$ cat src/rtl/mc_controller_if.sv
// Control bundle between the multicycle controller and the ARM datapath.
// The slave modport is the controller; the master modport is the datapath side that drives Instr/ALUFlags.
interface mc_controller_if #(
    parameter int STATEW = 4
);
    logic [31:0]       Instr;
    logic [3:0]        ALUFlags;
    logic              PCWrite;
    logic              MemWrite;
    logic              RegWrite;
    logic              IRWrite;
    logic              AdrSrc;
    logic [1:0]        RegSrc;
    logic [1:0]        ALUSrcA;
    logic [1:0]        ALUSrcB;
    logic [1:0]        ResultSrc;
    logic [1:0]        ImmSrc;
    logic [2:0]        ALUControl;
    logic [STATEW-1:0] State;

    modport master (
        output Instr, ALUFlags,
        input  PCWrite, MemWrite, RegWrite, IRWrite, AdrSrc, RegSrc,
               ALUSrcA, ALUSrcB, ResultSrc, ImmSrc, ALUControl, State
    );

    modport slave (
        input  Instr, ALUFlags,
        output PCWrite, MemWrite, RegWrite, IRWrite, AdrSrc, RegSrc,
               ALUSrcA, ALUSrcB, ResultSrc, ImmSrc, ALUControl, State
    );
endinterface

$ cat src/rtl/mc_controller.sv
// Moore control FSM for the ARM multicycle datapath, holding the NZCV flags
// and the condition-pass latch captured in DECODE.
module mc_controller #(
    parameter int STATEW = 4
) (
    input  logic           clk,
    input  logic           reset,
    mc_controller_if.slave bus
);
    typedef enum logic [3:0] {
        FETCH    = 4'd0,
        DECODE   = 4'd1,
        MEMADR   = 4'd2,
        MEMREAD  = 4'd3,
        MEMWB    = 4'd4,
        MEMWRITE = 4'd5,
        EXECR    = 4'd6,
        EXECI    = 4'd7,
        ALUWB    = 4'd8,
        BRANCH   = 4'd9
    } state_t;

    state_t     stateQ, stateD;
    logic [3:0] flagsQ, flagsD;
    logic       condPassQ, condPassD;

    logic [3:0] cond;
    logic [1:0] op;
    logic [5:0] funct;
    logic [3:0] rd;
    logic       unusedInstrBits;

    logic [2:0] aluCtl;
    logic       isArith, isCmp, isNop, condOk;
    logic       n, z, c, v;

    assign cond            = bus.Instr[31:28];
    assign op              = bus.Instr[27:26];
    assign funct           = bus.Instr[25:20];
    assign rd              = bus.Instr[15:12];
    assign unusedInstrBits = ^{bus.Instr[19:16], bus.Instr[11:0]};
    assign {n, z, c, v}    = flagsQ;

    always_comb begin
        aluCtl  = 3'b000;
        isArith = 1'b0;
        isCmp   = 1'b0;
        isNop   = 1'b0;
        case (funct[4:1])
            4'b0100: isArith = 1'b1;
            4'b0010: begin aluCtl = 3'b001; isArith = 1'b1; end
            4'b1010: begin aluCtl = 3'b001; isArith = 1'b1; isCmp = 1'b1; end
            4'b0000: aluCtl = 3'b010;
            4'b1100: aluCtl = 3'b011;
            default: isNop = 1'b1;
        endcase
    end

    always_comb begin
        condOk = 1'b0;
        case (cond)
            4'b0000: condOk = z;
            4'b0001: condOk = ~z;
            4'b0010: condOk = c;
            4'b0011: condOk = ~c;
            4'b0100: condOk = n;
            4'b0101: condOk = ~n;
            4'b0110: condOk = v;
            4'b0111: condOk = ~v;
            4'b1000: condOk = c & ~z;
            4'b1001: condOk = ~c | z;
            4'b1010: condOk = (n == v);
            4'b1011: condOk = (n != v);
            4'b1100: condOk = ~z & (n == v);
            4'b1101: condOk = z | (n != v);
            4'b1110: condOk = 1'b1;
            default: condOk = 1'b0;
        endcase
    end

    always_ff @(posedge clk or negedge reset) begin
        if (!reset) begin
            stateQ    <= FETCH;
            flagsQ    <= 4'b0000;
            condPassQ <= 1'b0;
        end else begin
            stateQ    <= stateD;
            flagsQ    <= flagsD;
            condPassQ <= condPassD;
        end
    end

    // Flags are written on the EXEC->ALUWB edge; logic ops leave C and V alone.
    always_comb begin
        stateD         = stateQ;
        flagsD         = flagsQ;
        condPassD      = condPassQ;
        bus.PCWrite    = 1'b0;
        bus.MemWrite   = 1'b0;
        bus.RegWrite   = 1'b0;
        bus.IRWrite    = 1'b0;
        bus.AdrSrc     = 1'b0;
        bus.ALUSrcA    = 2'b00;
        bus.ALUSrcB    = 2'b00;
        bus.ResultSrc  = 2'b00;
        bus.ALUControl = 3'b000;
        case (stateQ)
            FETCH: begin
                bus.IRWrite   = 1'b1;
                bus.ALUSrcA   = 2'b01;
                bus.ALUSrcB   = 2'b10;
                bus.ResultSrc = 2'b10;
                bus.PCWrite   = 1'b1;
                stateD        = DECODE;
            end
            DECODE: begin
                bus.ALUSrcA   = 2'b01;
                bus.ALUSrcB   = 2'b10;
                bus.ResultSrc = 2'b10;
                condPassD     = condOk;
                case (op)
                    2'b01:   stateD = MEMADR;
                    2'b00:   stateD = funct[5] ? EXECI : EXECR;
                    2'b10:   stateD = BRANCH;
                    default: stateD = FETCH;
                endcase
            end
            MEMADR: begin
                bus.ALUSrcB = 2'b01;
                stateD      = funct[0] ? MEMREAD : MEMWRITE;
            end
            MEMREAD: begin
                bus.AdrSrc = 1'b1;
                stateD     = MEMWB;
            end
            MEMWB: begin
                bus.ResultSrc = 2'b01;
                bus.RegWrite  = condPassQ;
                stateD        = FETCH;
            end
            MEMWRITE: begin
                bus.AdrSrc   = 1'b1;
                bus.MemWrite = condPassQ;
                stateD       = FETCH;
            end
            EXECR, EXECI: begin
                bus.ALUSrcB    = (stateQ == EXECI) ? 2'b01 : 2'b00;
                bus.ALUControl = aluCtl;
                stateD         = ALUWB;
                if (condPassQ && !isNop && (funct[0] || isCmp)) begin
                    flagsD[3:2] = bus.ALUFlags[3:2];
                    if (isArith) begin
                        flagsD[1:0] = bus.ALUFlags[1:0];
                    end
                end
            end
            ALUWB: begin
                if (rd == 4'd15) begin
                    bus.PCWrite  = condPassQ && !isCmp && !isNop;
                end else begin
                    bus.RegWrite = condPassQ && !isCmp && !isNop;
                end
                stateD = FETCH;
            end
            BRANCH: begin
                bus.ALUSrcB   = 2'b01;
                bus.ResultSrc = 2'b10;
                bus.PCWrite   = condPassQ;
                stateD        = FETCH;
            end
            default: stateD = FETCH;
        endcase
    end

    assign bus.ImmSrc = op;
    assign bus.RegSrc = {op == 2'b01, op == 2'b10};
    assign bus.State  = STATEW'(stateQ);
endmodule

$ cat src/flat_wrapper.sv
// flat-port wrapper written by rule: the top's interface ports become plain ports
module mc_controller_flat 
#(
    parameter int STATEW = 4
)
  (clk, reset, bus_Instr, bus_ALUFlags, bus_PCWrite, bus_MemWrite, bus_RegWrite, bus_IRWrite, bus_AdrSrc, bus_RegSrc, bus_ALUSrcA, bus_ALUSrcB, bus_ResultSrc, bus_ImmSrc, bus_ALUControl, bus_State);
  mc_controller_if #(.STATEW(STATEW)) bus_i ();
  input  logic clk;
  input  logic reset;
  input wire logic [$bits(bus_i.Instr)-1:0] bus_Instr;
  input wire logic [$bits(bus_i.ALUFlags)-1:0] bus_ALUFlags;
  output wire logic [$bits(bus_i.PCWrite)-1:0] bus_PCWrite;
  output wire logic [$bits(bus_i.MemWrite)-1:0] bus_MemWrite;
  output wire logic [$bits(bus_i.RegWrite)-1:0] bus_RegWrite;
  output wire logic [$bits(bus_i.IRWrite)-1:0] bus_IRWrite;
  output wire logic [$bits(bus_i.AdrSrc)-1:0] bus_AdrSrc;
  output wire logic [$bits(bus_i.RegSrc)-1:0] bus_RegSrc;
  output wire logic [$bits(bus_i.ALUSrcA)-1:0] bus_ALUSrcA;
  output wire logic [$bits(bus_i.ALUSrcB)-1:0] bus_ALUSrcB;
  output wire logic [$bits(bus_i.ResultSrc)-1:0] bus_ResultSrc;
  output wire logic [$bits(bus_i.ImmSrc)-1:0] bus_ImmSrc;
  output wire logic [$bits(bus_i.ALUControl)-1:0] bus_ALUControl;
  output wire logic [$bits(bus_i.State)-1:0] bus_State;
  assign bus_i.Instr = bus_Instr;
  assign bus_i.ALUFlags = bus_ALUFlags;
  assign bus_PCWrite = bus_i.PCWrite;
  assign bus_MemWrite = bus_i.MemWrite;
  assign bus_RegWrite = bus_i.RegWrite;
  assign bus_IRWrite = bus_i.IRWrite;
  assign bus_AdrSrc = bus_i.AdrSrc;
  assign bus_RegSrc = bus_i.RegSrc;
  assign bus_ALUSrcA = bus_i.ALUSrcA;
  assign bus_ALUSrcB = bus_i.ALUSrcB;
  assign bus_ResultSrc = bus_i.ResultSrc;
  assign bus_ImmSrc = bus_i.ImmSrc;
  assign bus_ALUControl = bus_i.ALUControl;
  assign bus_State = bus_i.State;
  mc_controller #(.STATEW(STATEW)) u_core (.clk(clk), .reset(reset), .bus(bus_i));
endmodule
$ cat config.mk
export PLATFORM = sky130hd
export DESIGN_NAME = mc_controller_flat
export DESIGN_NICKNAME = d
export VERILOG_FILES = /design/src/rtl/mc_controller_if.sv /design/src/rtl/mc_controller.sv /design/src/flat_wrapper.sv
export SDC_FILE = /design/constraint.sdc
export NUM_CORES = 1
export LEC_CHECK = 0
export BUFFER_PORTS_ARGS = -buffer_cell sky130_fd_sc_hd__buf_2
export CORE_MARGIN = 5
export CORE_UTILIZATION = 38
export DETAILED_ROUTE_END_ITERATION = 10
export GPL_TIMING_DRIVEN = 1
export PLACE_DENSITY = 0.8
export SLEW_MARGIN = 30
export SYNTH_ARGS = -nofsm -noshare
export SYNTH_HDL_FRONTEND = slang
export SYNTH_SLANG_ARGS = --single-unit
$ cat constraint.sdc
create_clock -name clk -period 1.4 [get_ports clk]
set_input_delay 0 -clock clk [delete_from_list [all_inputs] [get_ports clk]]
set_output_delay 0 -clock clk [all_outputs]
set_load 0.01 [all_outputs]
== Word level (Yosys, flattened, before mapping) ==
Index checks and enable logic that the tools add are counted.
Storage, ports and cells
  flip-flop bits (word level): 9
  bits in latches: 0
  memory bits (writable): 0
  bits in read-only memories: 0
  bits of input ports: 38
  output and inout port bits: 22
  logic and storage cells: 84
  memories: 0
Cells by class
  $add $sub $neg: 0
  $mul: 0
  divide/modulo/power cells: 0
  magnitude comparators: 0
  equality and inequality tests: 32
  shifts and indexed selects: 0
  multiplexer cells: 20
  bitwise gates (word level): 8
  reductions and logical operators: 20
Operators with widths (count)
  $eq A4 B4 Y1 const B: 12
  $eq A4 B3 Y1 const B: 9
  $eq A4 B2 Y1 const B: 5
  $pmux W4 S5: 1
  $pmux W1 S15: 1
  $logic_not A4 Y1: 3
  $pmux W2 S3: 2
  $pmux W4 S3: 1
  $mux W1: 10
  $reduce_or A2 Y1: 5
  $eq A4 B1 Y1 const B: 2
  $reduce_or A3 Y1: 2
  $reduce_or A5 Y1: 1
  $logic_and A1 B1 Y1: 4
  $not A1 Y1: 4
  $pmux W2 S2: 1
  $mux W3: 1
  $pmux W1 S3: 1
  $reduce_and A3 Y1: 1
  $and A1 B1 Y1: 2
  $eq A2 B1 Y1 const B: 1
  $eq A2 B2 Y1 const B: 1
  $logic_not A2 Y1: 1
  $mux W2: 1
  other kinds (7): 8

== Longest topological paths before layout ==
Gate-level depths: netlist of run 1.
  depth after elaboration: 7
  depth in mapped cells: 6
  mapped depth without buffers: 5

== Worst setup path after synthesis of run 1 ==
No wires, ideal clock.
  kind: register -> register
  start point: register u_core.stateQ[3], in the netlist u_core.bus.State[3]
  end point: register u_core.flagsQ[0]
  setup time: 125 ps
  arrival: 1480 ps
  data required time: 1275 ps
  slack: -205 ps
  stages on the path, launching flop included: 5
  buffers on the path: 0
  period minus slack after synthesis: 1605 ps
  cells stage by stage: dfrtp_1 > and2b_1 > nand3_2 > or3_4 > mux2_4
On the way
  word-level cells in the longest chain between the ends: 3
  elaborated cells between the ends (all ways): 4
  classes of those cells: eq/ne: 2; reduce/logical: 2
RTL lines
  start: declaration: line mc_controller.sv:23  | state_t stateQ, stateD;
  start signal: assignment: line mc_controller.sv:87  | stateQ <= stateD;
  $eq A4 B3 Y1: line mc_controller.sv:107  | case (stateQ)
  $reduce_or A2 Y1 (*): line mc_controller.sv:107
  $reduce_and A3 Y1 (no source line) (*)
  end signal: assignment: line mc_controller.sv:88  | flagsQ <= flagsD;
  end: declaration: line mc_controller.sv:24  | logic [3:0] flagsQ, flagsD;
Every way passes the cells marked *; elsewhere a longest branch is shown, timed or not.
A chain may end at the register's enable or synchronous reset.

== Worst setup path after layout of run 1 ==
  start point: register u_core.stateQ[3], in the netlist u_core.bus.State[3]
  end point: register u_core.flagsQ[1]
The elaborated chain is that of the path after synthesis.

==> results of run 1 <==
==> synthesized netlist by cell type, types with 2 or more instances <==
cell	count
nand3_1	2
nor3b_1	3
a21oi_1	6
mux2_4	2
mux2_2	2
mux2i_1	3
nor3_1	4
nand4_1	3
nor2_1	11
buf_2	2
clkbuf_1	3
xor2_1	3
o21ai_0	7
nand2_1	11
nand2b_1	3
buf_4	5
dfrtp_1	9
nand3b_1	3
inv_1	5
nor2b_1	5
o21a_1	2
==> metrics by stage <==
step                TNS (ps)   util
finish                  -942  0.627
global route           -1600  0.627
CTS                    -1020  0.608
detailed placement      -278  0.529
global placement        -117  0.529
floorplan               -262      -
==> registers in the layout, indices dropped and copies added, names as in the netlist <==
register / flops
u_core.flagsQ: 4
u_core.condPassQ: 1
u_core.bus.State: 4
==> cell type report <==
cell class,count,area [um2],share of cell area
repair buffers,65,417,0.295
clock buffers,4,26.3,0.0186
inverters,5,18.8,0.0133
multi-input cells,92,689,0.488
flip-flops and latches,9,228,0.161
well taps,28,35.0,0.0248
==> layout by cell type (no fill, tap or decap), types with 4 or more instances in the layout <==
master,synthesis,routed
a21oi_1,6,5
nor2b_1,5,5
mux2_4,2,5
buf_2,2,41
dlygate4sd3_1,0,5
o21ai_0,7,4
dfrtp_1,9,7
nand2_1,11,10
buf_4,5,14
inv_1,5,5
buf_6,1,5
nor2_1,11,8
==> power groups by stage <==
stage / Combinational [W] / Sequential, W / Clock [W]
finish: 0.00156 / 0.000462 / 0.000205
global placement: 0.00119 / 0.000452 / 0
CTS: 0.00146 / 0.000453 / 0.000208
detailed placement: 0.00122 / 0.000462 / 0
global route: 0.00170 / 0.000474 / 0.000224
floorplan: 0.000734 / 0.000484 / 0
==> critical path: cells and delay by family, from the launching register on <==
kind / cells / cell delay, ps
AND/OR/NAND/NOR: 3 / 700
flip-flops: 1 / 410
multiplexers: 1 / 300
==> kinds of logic after synthesis <==
kind of cell,after synthesis,share of synthesized area
compound gates,25,0.190
xor+xnor,4,0.0380
buf+inv,17,0.102
flops,9,0.244
mux,8,0.102
other cells,1,0.00407
simple gates,53,0.320
==> final timing paths <==
check / from / endpoint / slack (ps) / depth (start not counted)
hold reg to reg: u_core.flagsQ[1]$_DFFE_PN0P_ / u_core.flagsQ[1]$_DFFE_PN0P_ / 580 / 1
min in group asynchronous: reset / u_core.flagsQ[2]$_DFFE_PN0P_ / 110 / 2
setup / recovery: u_core.bus.State[3]$_DFF_PN0_ / u_core.flagsQ[1]$_DFFE_PN0P_ / -130 / 4
max in group asynchronous: reset / u_core.bus.State[2]$_DFF_PN0_ / 1080 / 2
setup reg to reg: u_core.bus.State[3]$_DFF_PN0_ / u_core.flagsQ[1]$_DFFE_PN0P_ / -130 / 4
hold / removal: bus_Instr[25] / u_core.bus.State[0]$_DFF_PN0_ / 60 / 3
==> layer usage <==
metal | routed length [um] | up-vias
li1 | - | 525
met1 | 1190 | 505
met2 | 1450 | 43
met3 | 199 | 6
met4 | 44 | 0
met5 | 0 | -
==> timing repair <==
action | 4_1_cts | 5_1_grt
setup endpoints to repair | 14 | 15
pin swaps | 6 | 6
buffers inserted | 5 | 1
resized for setup | 19 | 8
hold buffers | 5 | 0
hold endpoints to repair | 13 | 0
==> flow_metrics.py, run 1 <==
metrics = {
    "drt": {
        "final_antenna_net_count": 0,
        "wirelength_um": 2880,
        "drt-initial-drc-count": 37,
        "avgRoutedWirePerCell_um": 14.2,
        "drc": 0,
        "num_vias": 1079,
        "dr.pass1.iters": 4,
        "viasPerCell": 5.32,
    },
    "critical_path": {
        "critPathRequiredTime_ps": 1530,
        "path_cells": "and2b_2 > nand3_2 > or3_4 > mux2_4",
        "slowest_stage": "dfrtp_2",
        "path_max_fanout": 3,
        "crit_type": "reg -> reg",
        "critPathMaxStageDelay_ps": 410,
        "crit_path_end_kind": "flip-flop",
        "cp_data_arrival_time_ps": 1670,
        "cp-start-kind": "flip-flop",
    },
    "yosys": {
        "yosysSeqAreaShare": 0.244,
        "async_flop_share": 1.00,
        "synth-seq-cells": 9,
        "synth_cells": 117,
        "synth_top_area_frac": 0.244,
        "synthFlopType": "dfrtp_1",
        "syn_area_per_cell_um2": 7.88,
        "yosysWarnings": 0,
        "synth_area_leaders": "dfrtp_1 (24%), nand2_1 (4.5%), nor2_1 (4.5%)",
        "yosysTopAreaCell": "dfrtp_1",
        "synth_cell_type_count": 44,
        "synth_edf_count": 0,
        "netlist_area_um2": 922,
    },
    "timing": {
        "hold_viol": 0,
        "slew_violations": 0,
        "worst_clock_skew_ps": 12.8,
        "setup_viol": 10,
        "fmax_ghz": 0.652,
        "holdWs_ps": 57.6,
        "rsz0062_at_grt": "true",
        "layout_min_cycle_time_ps": 1530,
        "post-route-period-util": 1.10,
        "worst_slack_ps": -134,
    },
    "clock_tree": {
        "clk_path_buf_depth": 2,
        "clock_sinks": 9,
        "htree_num_levels": 1,
        "cts_buffers": 3,
        "worstSkewPairLatency_ps": 260,
        "root_buffer": "clkbuf_4",
        "clkTransAtPathRegs_ps": 70,
        "cts_tree": "yes",
    },
    "pwr": {
        "pwr-share-seq": 0.207,
        "max-vdd-ir-drop_uv": 1300,
        "combinationalPowerShare": 0.701,
        "power_density_nw_per_um2": 1580,
        "p_int_w": 0.00122,
        "sw_frac_of_total": 0.451,
        "p_clk_frac": 0.092,
        "p_leak_nw": 0.690,
        "power_w": 0.00223,
        "p_sw_w": 0.00101,
    },
    "layout": {
        "fin_cells": 203,
        "drive_gt1_frac": 0.486,
        "syn2layout_area_growth_pct": 53.3,
        "fillers": 209,
        "layout.nets": 214,
        "final_cell_area_um2": 1410,
        "antenna_cells": 0,
    },
    "global_route": {
        "grt.overflow.total": 0,
        "use_met1": 0.197,
        "grt_pass1_wl_um": 4710,
        "grt_pass1_vias": 1089,
        "grt_max_degree": 11,
        "antenna_found_initial": 0,
        "grt_most_used_layer": "met2",
        "met2_usage": 0.303,
        "track_usage": 0.170,
        "grt_util_met3": 0.0261,
    },
    "die": {
        "design.portCount": 60,
        "rows": 17,
        "fp.dieH_um": 59.3,
        "core_um2": 2250,
        "die_x_um": 59.3,
        "start_util": 0.409,
        "dieArea_um2": 3510,
    },
    "outcome": {
        "outcome": "complete, but fails checks",
        "violations": "setup timing",
    },
    "place": {
        "port_buffers": 41,
        "dp_hpwl_um": 2120,
        "place_area_um2": 1190,
        "place.gp.congestion": 0.853,
        "dp_cells": 188,
        "pre_cts_ws_ps": -72.2,
    },
    "min_path": {
        "hold_path.class": "in -> reg",
    },
    "run": {
        "cap_violations": 0,
    },
}
Power figures use the tool's default switching activity.
==> run 2: changes to the inputs <==
--- a/config.mk
+++ b/config.mk
@@ -10,7 +10,8 @@
 export CORE_UTILIZATION = 38
 export DETAILED_ROUTE_END_ITERATION = 10
 export GPL_TIMING_DRIVEN = 1
-export PLACE_DENSITY = 0.8
+export PLACE_DENSITY_LB_ADDON = 0.1
+export RECOVER_POWER = 25
 export SLEW_MARGIN = 30
 export SYNTH_ARGS = -nofsm -noshare
 export SYNTH_HDL_FRONTEND = slang
==> run 2 against run 1 <==
Net effect: clock-buffer cell count is the same; sequential share of layout area increased by 0.077 points; largest power group unchanged; the run still ends with setup timing left; power increased by 1.0%; die area stayed put; via count down 3.4%; global-route usage is 1.5 points lower; first-iteration DRC count fell by 41%; clock skew decreased by 9.5 ps.
==> flow_metrics.py, run 2 (same netlist as run 1, synthesis figures left out) <==
metrics = {
    "critical_path": {
        "slowest_stage": "dfrtp_2",
        "critical-path-top-delay-family": "simple AND/OR/NAND/NOR gates",
        "path_max_fanout": 3,
        "cp_data_arrival_time_ps": 1640,
        "cp_num_buf_inv": 0,
        "crit_path_end_kind": "flip-flop",
        "cp-start-kind": "flip-flop",
        "crit_type": "reg -> reg",
        "critPathRequiredTime_ps": 1550,
        "critPathMaxStageDelay_ps": 400,
        "timing.reg2reg.setup_slack_ps": -90,
        "path_cells": "and2b_2 > nand3_2 > or3_4 > mux2_4",
    },
    "clock_tree": {
        "cts_buffers": 3,
        "cts_tree": "yes",
        "worstSkewPairLatency_ps": 260,
        "clock_sinks": 9,
        "root_buffer": "clkbuf_4",
        "clk_path_buf_depth": 2,
        "htree_num_levels": 1,
        "clkTransAtPathRegs_ps": 60,
    },
    "place": {
        "place.gp.congestion": 0.789,
        "pre_cts_ws_ps": -65.1,
        "port_buffers": 41,
        "dp_hpwl_um": 1960,
    },
    "drt": {
        "avgRoutedWirePerCell_um": 12.9,
        "final_antenna_net_count": 0,
        "dr.pass1.iters": 4,
        "viasPerCell": 5.13,
        "wirelength_um": 2620,
        "drc": 0,
        "num_vias": 1042,
        "drt-initial-drc-count": 22,
    },
    "global_route": {
        "use_met1": 0.192,
        "grt_most_used_layer": "met2",
        "grt_pass1_wl_um": 4260,
        "grt_max_degree": 11,
        "grt_util_met3": 0.0610,
        "met2_usage": 0.261,
        "grt_pass1_vias": 981,
        "antenna_found_initial": 0,
        "grt.overflow.total": 0,
        "track_usage": 0.155,
    },
    "timing": {
        "slew_violations": 0,
        "rsz0062_at_grt": "true",
        "fmax_ghz": 0.670,
        "tns_ps": -362,
        "tightest_slew_ps": 516,
        "setup_viol": 5,
        "hold_viol": 0,
        "layout_min_cycle_time_ps": 1490,
        "relSlewSlack": 0.656,
        "post-route-period-util": 1.07,
        "worst_clock_skew_ps": 3.33,
        "worst_slack_ps": -92.5,
        "holdWs_ps": 44.9,
    },
    "layout": {
        "final_cell_mix": "buf_2 (36), buf_4 (15), nand2_1 (11)",
        "drive_gt1_frac": 0.503,
        "fillers": 215,
        "layout_commonest_cell": "buf_2",
        "syn2layout_area_growth_pct": 54.3,
        "layout.nets": 214,
        "antenna_cells": 0,
    },
    "pwr": {
        "power_density_nw_per_um2": 1580,
        "max-vdd-ir-drop_uv": 1070,
        "p_leak_nw": 0.668,
    },
    "die": {
        "design.portCount": 60,
        "start_util": 0.409,
        "die_x_um": 59.3,
        "fp.dieH_um": 59.3,
        "core_um2": 2250,
        "rows": 17,
        "dieArea_um2": 3510,
    },
    "outcome": {
        "outcome": "complete, but fails checks",
        "violations": "setup timing",
    },
    "min_path": {
        "hold_path.class": "in -> reg",
    },
    "run": {
        "cap_violations": 0,
    },
}
==> run 2: cell types whose count changed in the layout (fill, tap and decap cells not counted), sizes merged <==
| cell | previous run | this run |
|---|---|---|
| clkbuf | 4 | 7 |
| buf | 60 | 57 |
==> run 2: worst register-to-register path: stages (launching register included) <==
cell	delay (ps)
dfrtp_2	400
and2b_2	240
nand3_2	80
or3_4	350
mux2_4	300
==> run 2: timing repair <==
action,CTS,global route
hold buffers,5,0
setup buffers,2,5
hold endpoints to repair,13,0
gates resized for setup,14,17
setup endpoints to repair,12,17
pin swaps,4,7
==> run 2: stage by stage <==
stage / utilization / cell area, um2 / cells / power, W
after detailed placement: 0.529 / 1190 / 188 / 0.00168
after floorplan: - / 941 / 118 / 0.00122
after global routing: 0.631 / 1420 / 203 / 0.00244
after CTS: 0.591 / 1330 / 199 / 0.00203
final: 0.631 / 1420 / 203 / 0.00225
after global placement: 0.529 / 1190 / 188 / 0.00166
==> run 2: routing by layer <==
metal | vias to the layer above | wire [um]
met5 | - | 0
met4 | 0 | 6
met3 | 2 | 183
met2 | 35 | 1270
met1 | 482 | 1160
li1 | 523 | -
==> run 2: layout make-up <==
type | instances | area (um2) | area share
clock buffer | 4 | 26.3 | 0.0185
inverter | 5 | 18.8 | 0.0132
multi-input combinational | 92 | 691 | 0.485
sequential | 9 | 230 | 0.162
tap | 28 | 35.0 | 0.0246
timing repair buffer | 65 | 422 | 0.296
==> run 2: final timing paths <==
| check | from | endpoint | depth (start not counted) |
|---|---|---|---|
| max reg2reg | u_core.bus.State[3]$_DFF_PN0_ | u_core.flagsQ[1]$_DFFE_PN0P_ | 4 |
| min | bus_Instr[25] | u_core.bus.State[0]$_DFF_PN0_ | 3 |
| min reg2reg | u_core.bus.State[0]$_DFF_PN0_ | u_core.bus.State[0]$_DFF_PN0_ | 1 |
| min in group asynchronous | reset | u_core.condPassQ$_DFFE_PN0P_ | 2 |
| max | u_core.bus.State[3]$_DFF_PN0_ | u_core.flagsQ[1]$_DFFE_PN0P_ | 4 |
| max in group asynchronous | reset | u_core.bus.State[1]$_DFF_PN0_ | 2 |
==> run 2: power by group <==
group          internal (W)  switching [W]  total [W]
combinational      0.000815       0.000758    0.00157
sequential         0.000357       0.000120   0.000477
clock              0.000110      0.0000936   0.000204
total               0.00128       0.000972    0.00225
